### config.mk
export PLATFORM = sky130hd
export DESIGN_NAME = jacobi_iter_ctrl_flat
export DESIGN_NICKNAME = d
export VERILOG_FILES = /design/src/rtl/jacobi_iter_ctrl_if.sv /design/src/rtl/jacobi_iter_ctrl.sv /design/src/flat_wrapper.sv
export SDC_FILE = /design/constraint.sdc
export NUM_CORES = 1
export LEC_CHECK = 0
export ABC_AREA = 0
export ABC_CLOCK_PERIOD_IN_PS = 2600
export BUFFER_PORTS_ARGS = -buffer_cell sky130_fd_sc_hd__buf_2
export CAP_MARGIN = 30
export CORE_ASPECT_RATIO = 1.75
export CORE_MARGIN = 5
export CORE_UTILIZATION = 45
export CTS_BUF_LIST = sky130_fd_sc_hd__clkbuf_8
export DETAILED_ROUTE_END_ITERATION = 8
export PLACE_DENSITY = 0.67
export SLEW_MARGIN = 20
export SYNTH_ARGS = -nofsm -noshare
export SYNTH_HDL_FRONTEND = slang
export SYNTH_SLANG_ARGS = --single-unit
### constraint.sdc
create_clock -name clock -period 2.6 [get_ports clock]
set_input_delay 0.13 -clock clock [delete_from_list [all_inputs] [get_ports clock]]
set_output_delay 0.13 -clock clock [all_outputs]
set_load 0.1 [all_outputs]
### src/rtl/jacobi_iter_ctrl_if.sv
// Host / detector / sweep-datapath signals of the Jacobi iteration sequencer.
// The master side is the environment that drives the inputs; the slave side is the sequencer.
interface jacobi_iter_ctrl_if #(
  parameter int unsigned ITER_W = 8
);
  logic              start;
  logic              abort;
  logic              iter_done;
  logic              conv_ok;
  logic              calc_enable;
  logic              sweep_start;
  logic              buf_sel;
  logic [ITER_W-1:0] iter_count;
  logic              busy;
  logic              done;
  logic              converged;
  logic              timeout;

  modport master (
    output start, abort, iter_done, conv_ok,
    input  calc_enable, sweep_start, buf_sel, iter_count, busy, done, converged, timeout
  );

  modport slave (
    input  start, abort, iter_done, conv_ok,
    output calc_enable, sweep_start, buf_sel, iter_count, busy, done, converged, timeout
  );
endinterface

### src/rtl/jacobi_iter_ctrl.sv
// Jacobi sweep sequencer: launches sweeps, gates the completion detector, counts
// iterations, flips the X ping-pong bank and stops on convergence, limit or abort.
module jacobi_iter_ctrl #(
  parameter int unsigned ITER_W       = 8,
  parameter int unsigned MAX_ITER     = 100,
  parameter int unsigned FLUSH_CYCLES = 14
) (
  input  logic               clock,
  input  logic               reset,
  jacobi_iter_ctrl_if.slave  bus
);

  localparam int unsigned FLUSH_W = (FLUSH_CYCLES > 2) ? $clog2(FLUSH_CYCLES) : 1;

  typedef enum logic [2:0] {
    IDLE   = 3'd0,
    LAUNCH = 3'd1,
    RUN    = 3'd2,
    CHECK  = 3'd3,
    FLUSH  = 3'd4,
    FINISH = 3'd5
  } state_e;

  state_e             state_q, state_d;
  logic [FLUSH_W-1:0] flush_q, flush_d;
  logic [ITER_W-1:0]  iter_count_q, iter_count_d;
  logic [ITER_W-1:0]  iter_next;
  logic               at_limit;
  logic               calc_enable_q, calc_enable_d;
  logic               sweep_start_q, sweep_start_d;
  logic               buf_sel_q, buf_sel_d;
  logic               busy_q, busy_d;
  logic               done_q, done_d;
  logic               converged_q, converged_d;
  logic               timeout_q, timeout_d;

  assign iter_next = iter_count_q + ITER_W'(1);
  assign at_limit  = (iter_next == ITER_W'(MAX_ITER));

  // State register and flush counter
  always_ff @(posedge clock) begin
    if (reset) begin
      state_q <= IDLE;
      flush_q <= '0;
    end else begin
      state_q <= state_d;
      flush_q <= flush_d;
    end
  end

  // Next-state logic; abort overrides every decision outside IDLE
  always_comb begin
    state_d = state_q;
    flush_d = flush_q;
    unique case (state_q)
      IDLE:   if (bus.start && !bus.abort) state_d = LAUNCH;
      LAUNCH: state_d = RUN;
      RUN:    if (bus.iter_done) state_d = CHECK;
      CHECK: begin
        if (bus.conv_ok || at_limit) begin
          state_d = FINISH;
        end else begin
          state_d = FLUSH;
          flush_d = FLUSH_W'(FLUSH_CYCLES - 1);
        end
      end
      FLUSH: begin
        if (flush_q == '0) state_d = LAUNCH;
        else               flush_d = flush_q - FLUSH_W'(1);
      end
      FINISH:  state_d = IDLE;
      default: state_d = IDLE;
    endcase
    if (bus.abort && state_q != IDLE) state_d = IDLE;
  end

  // Output logic: strobes are decoded from the next state so they line up with it
  always_comb begin
    iter_count_d  = iter_count_q;
    buf_sel_d     = buf_sel_q;
    converged_d   = converged_q;
    timeout_d     = timeout_q;
    calc_enable_d = (state_d == LAUNCH) || (state_d == RUN);
    sweep_start_d = (state_d == LAUNCH);
    busy_d        = (state_d != IDLE);
    done_d        = (state_d == FINISH);

    if (state_q == IDLE && state_d == LAUNCH) begin
      iter_count_d = '0;
      buf_sel_d    = 1'b0;
      converged_d  = 1'b0;
      timeout_d    = 1'b0;
    end

    // An abort during CHECK leaves count and bank untouched
    if (state_q == CHECK && state_d != IDLE) begin
      iter_count_d = iter_next;
      buf_sel_d    = ~buf_sel_q;
      if (state_d == FINISH) begin
        converged_d = bus.conv_ok;
        timeout_d   = ~bus.conv_ok;
      end
    end
  end

  // Registered outputs
  always_ff @(posedge clock) begin
    if (reset) begin
      iter_count_q  <= '0;
      buf_sel_q     <= 1'b0;
      converged_q   <= 1'b0;
      timeout_q     <= 1'b0;
      calc_enable_q <= 1'b0;
      sweep_start_q <= 1'b0;
      busy_q        <= 1'b0;
      done_q        <= 1'b0;
    end else begin
      iter_count_q  <= iter_count_d;
      buf_sel_q     <= buf_sel_d;
      converged_q   <= converged_d;
      timeout_q     <= timeout_d;
      calc_enable_q <= calc_enable_d;
      sweep_start_q <= sweep_start_d;
      busy_q        <= busy_d;
      done_q        <= done_d;
    end
  end

  assign bus.calc_enable = calc_enable_q;
  assign bus.sweep_start = sweep_start_q;
  assign bus.buf_sel     = buf_sel_q;
  assign bus.iter_count  = iter_count_q;
  assign bus.busy        = busy_q;
  assign bus.done        = done_q;
  assign bus.converged   = converged_q;
  assign bus.timeout     = timeout_q;

endmodule

### src/flat_wrapper.sv
// flat-port wrapper written by rule: the top's interface ports become plain ports
module jacobi_iter_ctrl_flat 
#(
  parameter int unsigned ITER_W       = 8,
  parameter int unsigned MAX_ITER     = 100,
  parameter int unsigned FLUSH_CYCLES = 14
)
  (clock, reset, bus_start, bus_abort, bus_iter_done, bus_conv_ok, bus_calc_enable, bus_sweep_start, bus_buf_sel, bus_iter_count, bus_busy, bus_done, bus_converged, bus_timeout);
  jacobi_iter_ctrl_if #(.ITER_W(ITER_W)) bus_i ();
  input  logic clock;
  input  logic reset;
  input wire logic [$bits(bus_i.start)-1:0] bus_start;
  input wire logic [$bits(bus_i.abort)-1:0] bus_abort;
  input wire logic [$bits(bus_i.iter_done)-1:0] bus_iter_done;
  input wire logic [$bits(bus_i.conv_ok)-1:0] bus_conv_ok;
  output wire logic [$bits(bus_i.calc_enable)-1:0] bus_calc_enable;
  output wire logic [$bits(bus_i.sweep_start)-1:0] bus_sweep_start;
  output wire logic [$bits(bus_i.buf_sel)-1:0] bus_buf_sel;
  output wire logic [$bits(bus_i.iter_count)-1:0] bus_iter_count;
  output wire logic [$bits(bus_i.busy)-1:0] bus_busy;
  output wire logic [$bits(bus_i.done)-1:0] bus_done;
  output wire logic [$bits(bus_i.converged)-1:0] bus_converged;
  output wire logic [$bits(bus_i.timeout)-1:0] bus_timeout;
  assign bus_i.start = bus_start;
  assign bus_i.abort = bus_abort;
  assign bus_i.iter_done = bus_iter_done;
  assign bus_i.conv_ok = bus_conv_ok;
  assign bus_calc_enable = bus_i.calc_enable;
  assign bus_sweep_start = bus_i.sweep_start;
  assign bus_buf_sel = bus_i.buf_sel;
  assign bus_iter_count = bus_i.iter_count;
  assign bus_busy = bus_i.busy;
  assign bus_done = bus_i.done;
  assign bus_converged = bus_i.converged;
  assign bus_timeout = bus_i.timeout;
  jacobi_iter_ctrl #(.ITER_W(ITER_W), .MAX_ITER(MAX_ITER), .FLUSH_CYCLES(FLUSH_CYCLES)) u_core (.clock(clock), .reset(reset), .bus(bus_i));
endmodule
==> results.txt, run 1 <==
----------------------------------------------------
[Placement]
  RD Place Congestion ... 0.7782
  Dpl cell area ... 1177 sq um
  Number of port buffers ... 20
  Final HPWL DP ... around 1.7 mm

[Synthesis]
  Most frequent cells after synthesis ... 22 x dfxtp_1, 12 x a21oi_1, 11 x nor2_1
  Synthesized netlist net count ... 127
  Commonest register cell after synthesis ... dfxtp_1
  Fraction of registers with async set or reset after synthesis ... 0%
  Cell area after synthesis ... 1070 sq um
  Ys Warns ... 0
  Parity-gate share of the synthesized area counting xor and xnor cells ... 2.456%
  Count of state elements after synthesis ... 22
  Count of cell types in the netlist ... 41
  Synth top area cells ... dfxtp_1 41%, a21oi_1 5.6%, nor2_1 3.9%
  Combinational family with the most area after synthesis ... simple AND/OR/NAND/NOR gates
  Synthesized netlist cell count ... 119
  Synth top area share ... 41.17%
  Post-Synth Adder-Cell Area ... 2.339%
  Sequential element share of the synthesized area ... 41.17%
  Share of the synthesized area in compound gates (AO/OA/AOI/OAI) ... 23.63%
  Number of synthesized flops with an enable pin ... 0
  Synth Area per Inst ... 8.990 sq um
  Most repeated cell in the gate-level netlist after synthesis ... dfxtp_1
  Proportion of synthesized area in mux cells ... 2.456%
  Fraction of the mapped netlist area in simple logic gates ... 23.98%
  Leading area contributor after synthesis ... dfxtp_1

[Floorplan]
  Die height ... 74.50 um
  Top-level port count ... 21
  Starting density of the core ... 47.06%
  Overall die width ... 46.86 um
  Die area ... approximately 3500 sq um
  Core area ... 2273 sq um
  Cell row count ... 23

[Global route]
  GRT overflow ... 0
  Wire length of the first global-routing pass ... 3.884 mm
  Global-route usage over all layers ... 15.06%
  Largest net degree at the start of global routing ... 23
  Via count of the first global-routing pass ... 934
  Number of antenna violations at the first check in global routing ... 0

[CTS]
  H-Tree Depth ... 1
  Clock tree from TritonCTS ... done
  # hold bufs at CTS ... 0
  Clock buffer depth ... 2
  Resized cells post-CTS ... 0
  Clock latency on the worst-skew pair ... 260 ps
  Num CTS Buffers ... 3
  Clk root buf ... clkbuf_8
  Number of buffers inserted to repair setup after CTS ... 0
  Number of sinks on the clock net ... 22
  Clock transition time at the flip-flop clock pins of the worst setup and hold paths ... 80 ps

[Route]
  Total DRC errors in the routed layout ... 0
  Detailed-route wire length per cell ... about 14 um
  Routed wire length ... around 2.3 mm
  Vias ... 951
  Detailed Routing Iterations Pass 1 ... 4
  Vias per Instance ... 5.834
  DRC violation total after the first TritonRoute iteration ... 8
  Post-DRT Antenna Nets ... 0

[Pwr]
  NetSw ... 0.1522 mW
  Static Leak ... 0.4861 nW
  Total power of the final layout ... 0.6457 mW
  Clock network fraction of total power ... 37.3%
  Power density relative to cell area ... 523.9 nW/um^2
  Part of the total power dissipated in combinational logic ... a little under a tenth
  Switching part of the total ... 23.57%
  Maximum VDD drop ... 0.2839 mV
  Internal power ... a little under 0.5 mW
  Portion of total power attributed to sequential cells ... 53.3%

[Critical path]
  Critical path buffer and inverter count ... 1
  Largest stage delay on the critical path ... about 400 ps
  Launching element type of the critical path ... flip-flop
  Maximum fanout encountered on the critical timing path ... 5
  CP endpoint kind ... flip-flop
  Critical path class ... reg2reg
  Largest delay contributor family on the critical path ... simple AND/OR/NAND/NOR gates
  Data arrival time of the critical path ... 2040 ps
  Required time reported for the critical path endpoint ... 2750 ps
  Max stage delay cell, worst path ... or3b_4
  Critical path cell sequence ... inv_1 -> ha_1 -> or3b_4 -> or3b_1 -> o221a_4 -> mux2_4

[Timing]
  WHS ... 125.2 ps
  Count of final hold-check violations ... 0
  Final critical delay including setup and external delays ... 1891 ps
  Transition time of the tightest slew-check pin ... 715.1 ps
  Part of the cycle the worst path needs ... 72.73%
  Max_slew headroom ... 51.82%
  Skew final ... 4.257 ps
  Number of slew-limit violations in the final report ... 0
  Setup TNS ... 0 ps
  Highest Clock Rate ... 0.5288 GHz
  Final setup fails ... 0
  RSZ-0062 raised after global routing ... false

[Finish]
  Combined flip-flop and latch cell area ... approximately 440 sq um
  Final std cell area, no fill ... 1232 sq um
  Synth-to-layout area growth ... 15.20%
  Footprint of the multi-input gates ... 586.8 sq um
  Fraction of layout cells with a size suffix above 1 ... 25.36%
  # fillers ... 224
  Final antenna diode count ... 0
  Final nets ... 147

[Hold path]
  Tightest Hold Check Type ... in2reg

[Outcome]
  Run status ... finished clean

[Flow run]
  Max-cap viol count ... 0

----------------------------------------------------
==> power groups by stage <==
stage | Clock (mW) | Combinational, mW | Sequential (mW)
after global placement | 0 | 0.0601 | 0.352
after floorplan | 0 | 0.0294 | 0.371
after detailed placement | 0 | 0.0607 | 0.352
final | 0.241 | 0.0606 | 0.344
after global routing | 0.261 | 0.0650 | 0.345
after CTS | 0.250 | 0.0608 | 0.344
==> state kept, by name, summed over array words and instances, names as in the netlist <==
register and flops:
u_core.bus.iter_count 8, u_core.flush_q 4, u_core.state_q 3, u_core.bus.buf_sel 1, u_core.bus.busy 1, u_core.bus.calc_enable 1
u_core.bus.converged 1, u_core.bus.done 1, u_core.bus.sweep_start 1, u_core.bus.timeout 1
==> layout make-up <==
cell class,count,share of cell area (%)
inverters,3,0.9137
repair buffers,21,8.731
well taps,25,2.538
flip-flops and latches,22,35.74
multi-input cells,88,47.61
clock buffers,4,4.467
==> worst paths after layout <==
path	from	endpoint	slack (ps)	cells after the start
max	u_core.flush_q[0]	u_core.bus.calc_enable	710	6
min	bus_conv_ok	u_core.bus.timeout	130	2
max reg2reg	u_core.flush_q[0]	u_core.bus.calc_enable	710	6
min reg2reg	u_core.bus.buf_sel	u_core.bus.buf_sel	470	1
==> metrics by stage <==
step	utilization [%]	std cells	setup slack (ps)
final	54.21	163	708.9
after global routing	54.21	163	641.0
after CTS	54.21	163	704.1
after detailed placement	51.79	159	719.4
after global placement	51.79	159	764.6
after floorplan	-	119	485.7
==> cell usage in the layout, fill, tap and decap left out, types with 3 or more instances in the layout <==
cell type / instances
dfxtp_1: 22
nor2_1: 11
nand2_1: 3
a31oi_1: 4
or2_2: 3
and2_1: 3
clkbuf_8: 4
nand3b_1: 4
nand3_1: 6
nor3_1: 3
o211ai_1: 3
a211oi_1: 3
inv_1: 3
buf_2: 20
o21ai_0: 5
a21oi_1: 12
==> logic make-up (layout without fill, tap and decap cells) <==
family          Yosys count  after routing
compound gates           37             37
simple gates             44             44
flops                    22             22
buf+inv                   9             28
mux                       2              2
xor+xnor                  3              3
fa+ha+maj                 2              2
==> worst register-to-register path: stages, from the launching register on <==
cell     delay, ps
dfxtp_1        310
inv_1           90
ha_1           160
or3b_4         400
or3b_1         380
o221a_4        150
mux2_4         290
==> routing by layer <==
metal | vias up | GRT usage, % | wire, um
li1 | 478 | - | -
met1 | 445 | 16.37 | 961
met2 | 22 | 25.87 | 1175
met3 | 6 | 2.906 | 96
met4 | 0 | 8.615 | 64
met5 | - | 0 | 0
Note: power is estimated with default switching activity, not from simulation.
==> run 2: changes to the inputs <==
--- a/config.mk
+++ b/config.mk
@@ -6,7 +6,7 @@
 export NUM_CORES = 1
 export LEC_CHECK = 0
 export ABC_AREA = 0
-export ABC_CLOCK_PERIOD_IN_PS = 2600
+export ABC_CLOCK_PERIOD_IN_PS = 1800
 export BUFFER_PORTS_ARGS = -buffer_cell sky130_fd_sc_hd__buf_2
 export CAP_MARGIN = 30
 export CORE_ASPECT_RATIO = 1.75
==> constraint.sdc (replaced) <==
create_clock -name clock -period 1.8 [get_ports clock]
set_input_delay 0.09 -clock clock [delete_from_list [all_inputs] [get_ports clock]]
set_output_delay 0.09 -clock clock [all_outputs]
set_load 0.1 [all_outputs]
==> run 2 against run 1 <==
Routed wire length increased by 7.0%. Clock-buffer cell count stayed put. Hold slack got worse by 28 ps. Critical path depth stayed put. Combinational power up 51%. Critical path type unchanged. Largest cell class unchanged.
==> results.txt, run 2 (synthesis gave the netlist of run 1 again) <==
----------------------------------------------------
[Timing]
  WHS ... 96.70 ps
  Count of final hold-check violations ... 0
  Highest Clock Rate ... 0.5556 GHz
  Max_slew headroom ... between 60% and 70%
  RSZ-0062 raised after global routing ... true
  Skew final ... 2.595 ps
  Part of the cycle the worst path needs ... 99.99%
  Final critical delay including setup and external delays ... 1800 ps
  Final setup fails ... 0
  Transition time of the tightest slew-check pin ... 513.8 ps
  Number of slew-limit violations in the final report ... 0

[Route]
  Vias per Instance ... roughly 5.7
  Detailed-route wire length per cell ... 14.29 um
  Post-DRT Antenna Nets ... 0
  Vias ... 979
  Detailed Routing Iterations Pass 1 ... 4
  Total DRC errors in the routed layout ... 0
  Routed wire length ... about 2.5 mm
  DRC violation total after the first TritonRoute iteration ... 30

[Critical path]
  Register-to-register setup slack ... 0.1 ps
  Most used cell, CP ... or3b_4
  Required time reported for the critical path endpoint ... 1960 ps
  Launching element type of the critical path ... flip-flop
  Largest delay contributor family on the critical path ... simple AND/OR/NAND/NOR gates
  CP endpoint kind ... flip-flop
  Worst reg-to-reg path cell count ... 6
  Maximum fanout encountered on the critical timing path ... 2
  Critical path cell sequence ... inv_2 -> ha_4 -> or3b_4 -> or3b_4 -> o221a_4 -> mux2_4
  Critical path class ... reg2reg
  Critical path buffer and inverter count ... 1
  Max stage delay cell, worst path ... or3b_4
  Logic depth of the worst path, buffers included ... 6
  Data arrival time of the critical path ... 1950 ps
  Largest stage delay on the critical path ... 380 ps

[Finish]
  Non-filler instance count after layout ... between 150 and 200
  Commonest non-fill, non-tap cell in the layout ... buf_2
  Footprint of the multi-input gates ... between 600 and 700 sq um
  Final antenna diode count ... 0
  Leading cell types in the layout, fill and taps excluded ... 20 x buf_2, 12 x a21oi_1, 12 x dfxtp_1, 11 x nor2_1, 10 x dfxtp_2
  Synth-to-layout area growth ... 24.44%
  Largest register FFs ... 8
  Final std cell area, no fill ... 1331 sq um
  Final nets ... about 160
  Fraction of layout cells with a size suffix above 1 ... 39.46%
  Combined flip-flop and latch cell area ... 452.9 sq um
  # fillers ... 199

[Floorplan]
  Overall die width ... around 47 um
  Core area ... 2273 sq um
  Die height ... 74.50 um
  Starting density of the core ... between 40% and 50%
  Top-level port count ... 21
  Die area ... approximately 3500 sq um
  Cell row count ... 23

[Outcome]
  Run status ... finished clean

[Placement]
  Number of port buffers ... 20
  Final HPWL DP ... approximately 1.8 mm
  Number of instances in the placed design ... 164
  RD Place Congestion ... 0.7657
  Dpl cell area ... around 1200 sq um

[CTS]
  Number of sinks on the clock net ... 22
  Clk root buf ... clkbuf_8
  Num CTS Buffers ... 3
  Clock latency on the worst-skew pair ... 260 ps
  Clock buffer depth ... 2
  H-Tree Depth ... 1
  Clock tree from TritonCTS ... done
  Clock transition time at the flip-flop clock pins of the worst setup and hold paths ... 80 ps
  # hold bufs at CTS ... 0

[Pwr]
  Static Leak ... 0.5404 nW
  Maximum VDD drop ... 0.3525 mV
  Power density relative to cell area ... 708.6 nW/um^2

[Flow run]
  Max-cap viol count ... 0

[Global route]
  GRT overflow ... 0
  Wire length of the first global-routing pass ... around 4.3 mm
  Number of antenna violations at the first check in global routing ... 0
  Largest net degree at the start of global routing ... 23
  Via count of the first global-routing pass ... 952
  Global-route usage over all layers ... approximately 17%

[Hold path]
  Tightest Hold Check Type ... in2reg
  Worst hold stages ... 2

----------------------------------------------------
-- run 2: per-layer routing --
| layer | up-vias | global-route usage, % | part of all wire [%] |
|---|---|---|---|
| li1 | 495 | - | - |
| met1 | 452 | 18.37 | 40 |
| met2 | 28 | 29.65 | 53 |
| met3 | 4 | 3.632 | 5.0 |
| met4 | 0 | 8.000 | 1.8 |
| met5 | - | 0 | 0 |
-- run 2: where the power goes --
part / switching, mW / internal (mW) / leakage, nW
Combinational: 0.0624 / 0.0294 / 0.329
Clock: 0.160 / 0.195 / 0.0288
Sequential: 0.00512 / 0.492 / 0.183
Total: 0.227 / 0.716 / 0.540
-- run 2: final timing paths --
check / startpoint / to
hold reg to reg: u_core.bus.iter_count[0] / u_core.bus.iter_count[0]
setup reg to reg: u_core.flush_q[0] / u_core.bus.calc_enable
setup / recovery: u_core.flush_q[0] / u_core.bus.calc_enable
hold / removal: bus_conv_ok / u_core.bus.timeout
-- run 2: metrics by stage --
stage / total power [mW] / TNS, ps / util, % / setup slack [ps]
3_5_place_dp: 0.5990 / -15.93 / 54.49 / -15.85
2_1_floorplan: 0.5775 / 0 / - / 2.862
3_3_place_gp: 0.5975 / 0 / 54.49 / 12.33
5_1_grt: 0.9809 / -56.50 / 58.56 / -39.79
6_report: 0.9434 / 0 / 58.56 / 0.1348
4_1_cts: 0.9477 / 0 / 57.35 / 0.8880
-- run 2: repair_timing --
action,in CTS,in global routing
endpoints found under the setup margin,3,3
resized for setup,2,2
pin swaps,1,0
setup buffers,1,3
-- run 2: layout make-up --
type                            instances  area share (%)
Sequential cell                        22           34.02
Inverter                                3          0.8459
Clock buffer                            4           4.135
Tap cell                               25           2.350
Multi-Input combinational cell         88           45.21
Timing Repair Buffer                   30           13.44
==> run 3: changes to the inputs <==
--- a/config.mk
+++ b/config.mk
@@ -10,7 +10,7 @@
 export BUFFER_PORTS_ARGS = -buffer_cell sky130_fd_sc_hd__buf_2
 export CAP_MARGIN = 30
 export CORE_ASPECT_RATIO = 1.75
-export CORE_MARGIN = 5
+export CORE_MARGIN = 2
 export CORE_UTILIZATION = 45
 export CTS_BUF_LIST = sky130_fd_sc_hd__clkbuf_8
 export DETAILED_ROUTE_END_ITERATION = 8
==> run 3 against run 2 <==
Non-clock buffer count decreased by 3. Critical path type unchanged. Largest cell class unchanged. Hold slack got worse by 8.9 ps. Die area decreased by 20%. Core utilization decreased by 0.77 points. Clock skew increased by 3.0 ps. The flow now finishes with violations (setup timing).
==> results.txt, run 3 (synthesis gave the netlist of run 1 again) <==
----------------------------------------------------
[Outcome]
  Run status ... finished with violations
  Violations in the final reports ... setup timing

[Finish]
  Synth-to-layout area growth ... 22.81%
  Non-filler instance count after layout ... 169
  Final std cell area, no fill ... 1314 sq um
  Leading cell types in the layout, fill and taps excluded ... 20 x buf_2, 13 x dfxtp_1, 12 x a21oi_1, 11 x nor2_1, 9 x dfxtp_2
  Largest register FFs ... 8
  Fraction of layout cells with a size suffix above 1 ... between 30% and 40%
  # fillers ... roughly 200
  Footprint of the multi-input gates ... approximately 610 sq um
  Final nets ... 153
  Commonest non-fill, non-tap cell in the layout ... buf_2
  Combined flip-flop and latch cell area ... about 450 sq um
  Final antenna diode count ... 0

[CTS]
  Clock transition time at the flip-flop clock pins of the worst setup and hold paths ... 80 ps
  Clock buffer depth ... 2
  # hold bufs at CTS ... 0
  Clock latency on the worst-skew pair ... 260 ps
  Num CTS Buffers ... 3
  Clock tree from TritonCTS ... done
  Number of sinks on the clock net ... 22
  Clk root buf ... clkbuf_8
  H-Tree Depth ... 1

[Route]
  Length of routed met2 wiring ... 1.322 mm
  Detailed-route wire length per cell ... 13.96 um
  Top routing layer in use ... met4
  Vias per Instance ... 5.740
  Routed metal-1 wirelength ... 942 um
  DRC violation total after the first TritonRoute iteration ... 16
  Detailed Routing Iterations Pass 1 ... 4
  Total DRC errors in the routed layout ... 0
  Routed wire length ... 2.360 mm
  Post-DRT Antenna Nets ... 0
  Routed met3 length ... 57 um
  Vias ... 970

[Critical path]
  Launching element type of the critical path ... flip-flop
  Required time reported for the critical path endpoint ... 1950 ps
  Capture point of the worst reg-to-reg path ... u_core.bus.calc_enable
  Worst reg-to-reg path cell count ... 6
  Critical path class ... reg2reg
  Worst R2R Start ... u_core.flush_q[0]
  Maximum fanout encountered on the critical timing path ... 2
  Register-to-register setup slack ... -2 ps
  CP endpoint kind ... flip-flop
  Data arrival time of the critical path ... 1950 ps

[Pwr]
  Total power of the final layout ... 0.9392 mW
  Portion of total power attributed to sequential cells ... 52.9%
  Power density relative to cell area ... between 700 and 800 nW/um^2
  Part of the total power dissipated in combinational logic ... 9.7%
  Internal power ... a little over 0.7 mW
  Maximum VDD drop ... around 0.6 mV
  Switching part of the total ... 23.80%
  Static Leak ... 0.5285 nW
  Clock network fraction of total power ... 37.4%
  NetSw ... 0.2235 mW

[Hold path]
  Tightest Hold Check Type ... in2reg
  Worst hold stages ... 2
  Endpoint, Worst Hold ... u_core.bus.timeout
  Origin of the worst min-delay path ... bus_conv_ok

[Timing]
  Transition time of the tightest slew-check pin ... 513.0 ps
  Skew final ... 5.620 ps
  Final critical delay including setup and external delays ... 1802 ps
  Number of slew-limit violations in the final report ... 0
  Count of final hold-check violations ... 0
  Highest Clock Rate ... between 0.5 and 0.6 GHz
  Max_slew headroom ... 65.57%
  Final setup fails ... 1
  RSZ-0062 raised after global routing ... true
  Setup ws final ... -2.343 ps
  Part of the cycle the worst path needs ... 100.1%

[Global route]
  Number of antenna violations at the first check in global routing ... 0
  Global-route usage over all layers ... 20.69%
  Largest net degree at the start of global routing ... 23
  GRT overflow ... 0
  Via count of the first global-routing pass ... a little under 1000
  Wire length of the first global-routing pass ... between 4 and 5 mm

[Placement]
  Number of port buffers ... 20
  RD Place Congestion ... 0.7319
  Dpl cell area ... 1239 sq um
  Final HPWL DP ... between 1.5 and 2 mm
  Number of instances in the placed design ... 164

[Floorplan]
  Starting density of the core ... 47.06%
  Die area ... 2799 sq um
  Top-level port count ... 21
  Cell row count ... 23
  Overall die width ... between 40 and 50 um
  Core area ... 2273 sq um
  Die height ... approximately 69 um

[Flow run]
  Max-cap viol count ... 0

----------------------------------------------------
[run 3: power groups by stage]
stage | Sequential (mW) | Combinational (mW) | Clock (mW)
floorplan | 0.535 | 0.0425 | 0
global placement | 0.508 | 0.0893 | 0
detailed placement | 0.509 | 0.0902 | 0
CTS | 0.497 | 0.0902 | 0.362
global route | 0.498 | 0.0980 | 0.376
finish | 0.497 | 0.0910 | 0.351
[run 3: worst max-delay path: stages (launching register included)]
cell	delay [ps]
dfxtp_1	320
inv_2	70
ha_4	120
or3b_4	370
or3b_4	380
o221a_4	130
mux2_4	290
[run 3: timing repair]
item | CTS | global route
cloned | 0 | 0
setup endpoints to repair | 3 | 10
gates resized for setup | 1 | 3
buffers inserted | 1 | 0
pin swaps | 1 | 0
[run 3: per-stage QoR]
step           hold slack [ps]  setup WS, ps  TNS (ps)  util (%)
2_1_floorplan            180.2         2.862         0         -
3_3_place_gp             357.2         11.12         0     54.49
3_5_place_dp             363.2        -28.35    -28.35     54.49
4_1_cts                  83.50        -14.63    -14.63     57.35
5_1_grt                  92.99        -31.44    -48.91     57.79
6_report                 87.77        -2.343    -2.343     57.79
[run 3: worst max path at each step]
stage | from | endpoint | slack [ps] | depth (start not counted)
6_report | u_core.flush_q[0] | u_core.bus.calc_enable | -2 | 6
5_1_grt | u_core.flush_q[1] | u_core.bus.calc_enable | -30 | 6
4_1_cts | u_core.flush_q[1] | u_core.bus.calc_enable | -10 | 6
3_5_place_dp | u_core.flush_q[1] | u_core.bus.calc_enable | -30 | 6
3_3_place_gp | u_core.flush_q[1] | u_core.bus.calc_enable | 10 | 6
2_1_floorplan | u_core.flush_q[0] | u_core.bus.calc_enable | 3 | 6
[run 3: layout make-up]
type	count	share of cell area [%]
clock buffers	4	4.190
flip-flops and latches	22	34.38
multi-input cells	88	46.57
inverters	3	0.8571
well taps	25	2.381
repair buffers	27	11.62
[run 3: routing by layer]
| metal | GRT usage (%) | vias to the layer above |
|---|---|---|
| met2 | 38.28 | 16 |
| met4 | 10.00 | 0 |
| li1 | - | 487 |
| met3 | 2.885 | 4 |
| met5 | 0 | - |
| met1 | 20.56 | 463 |
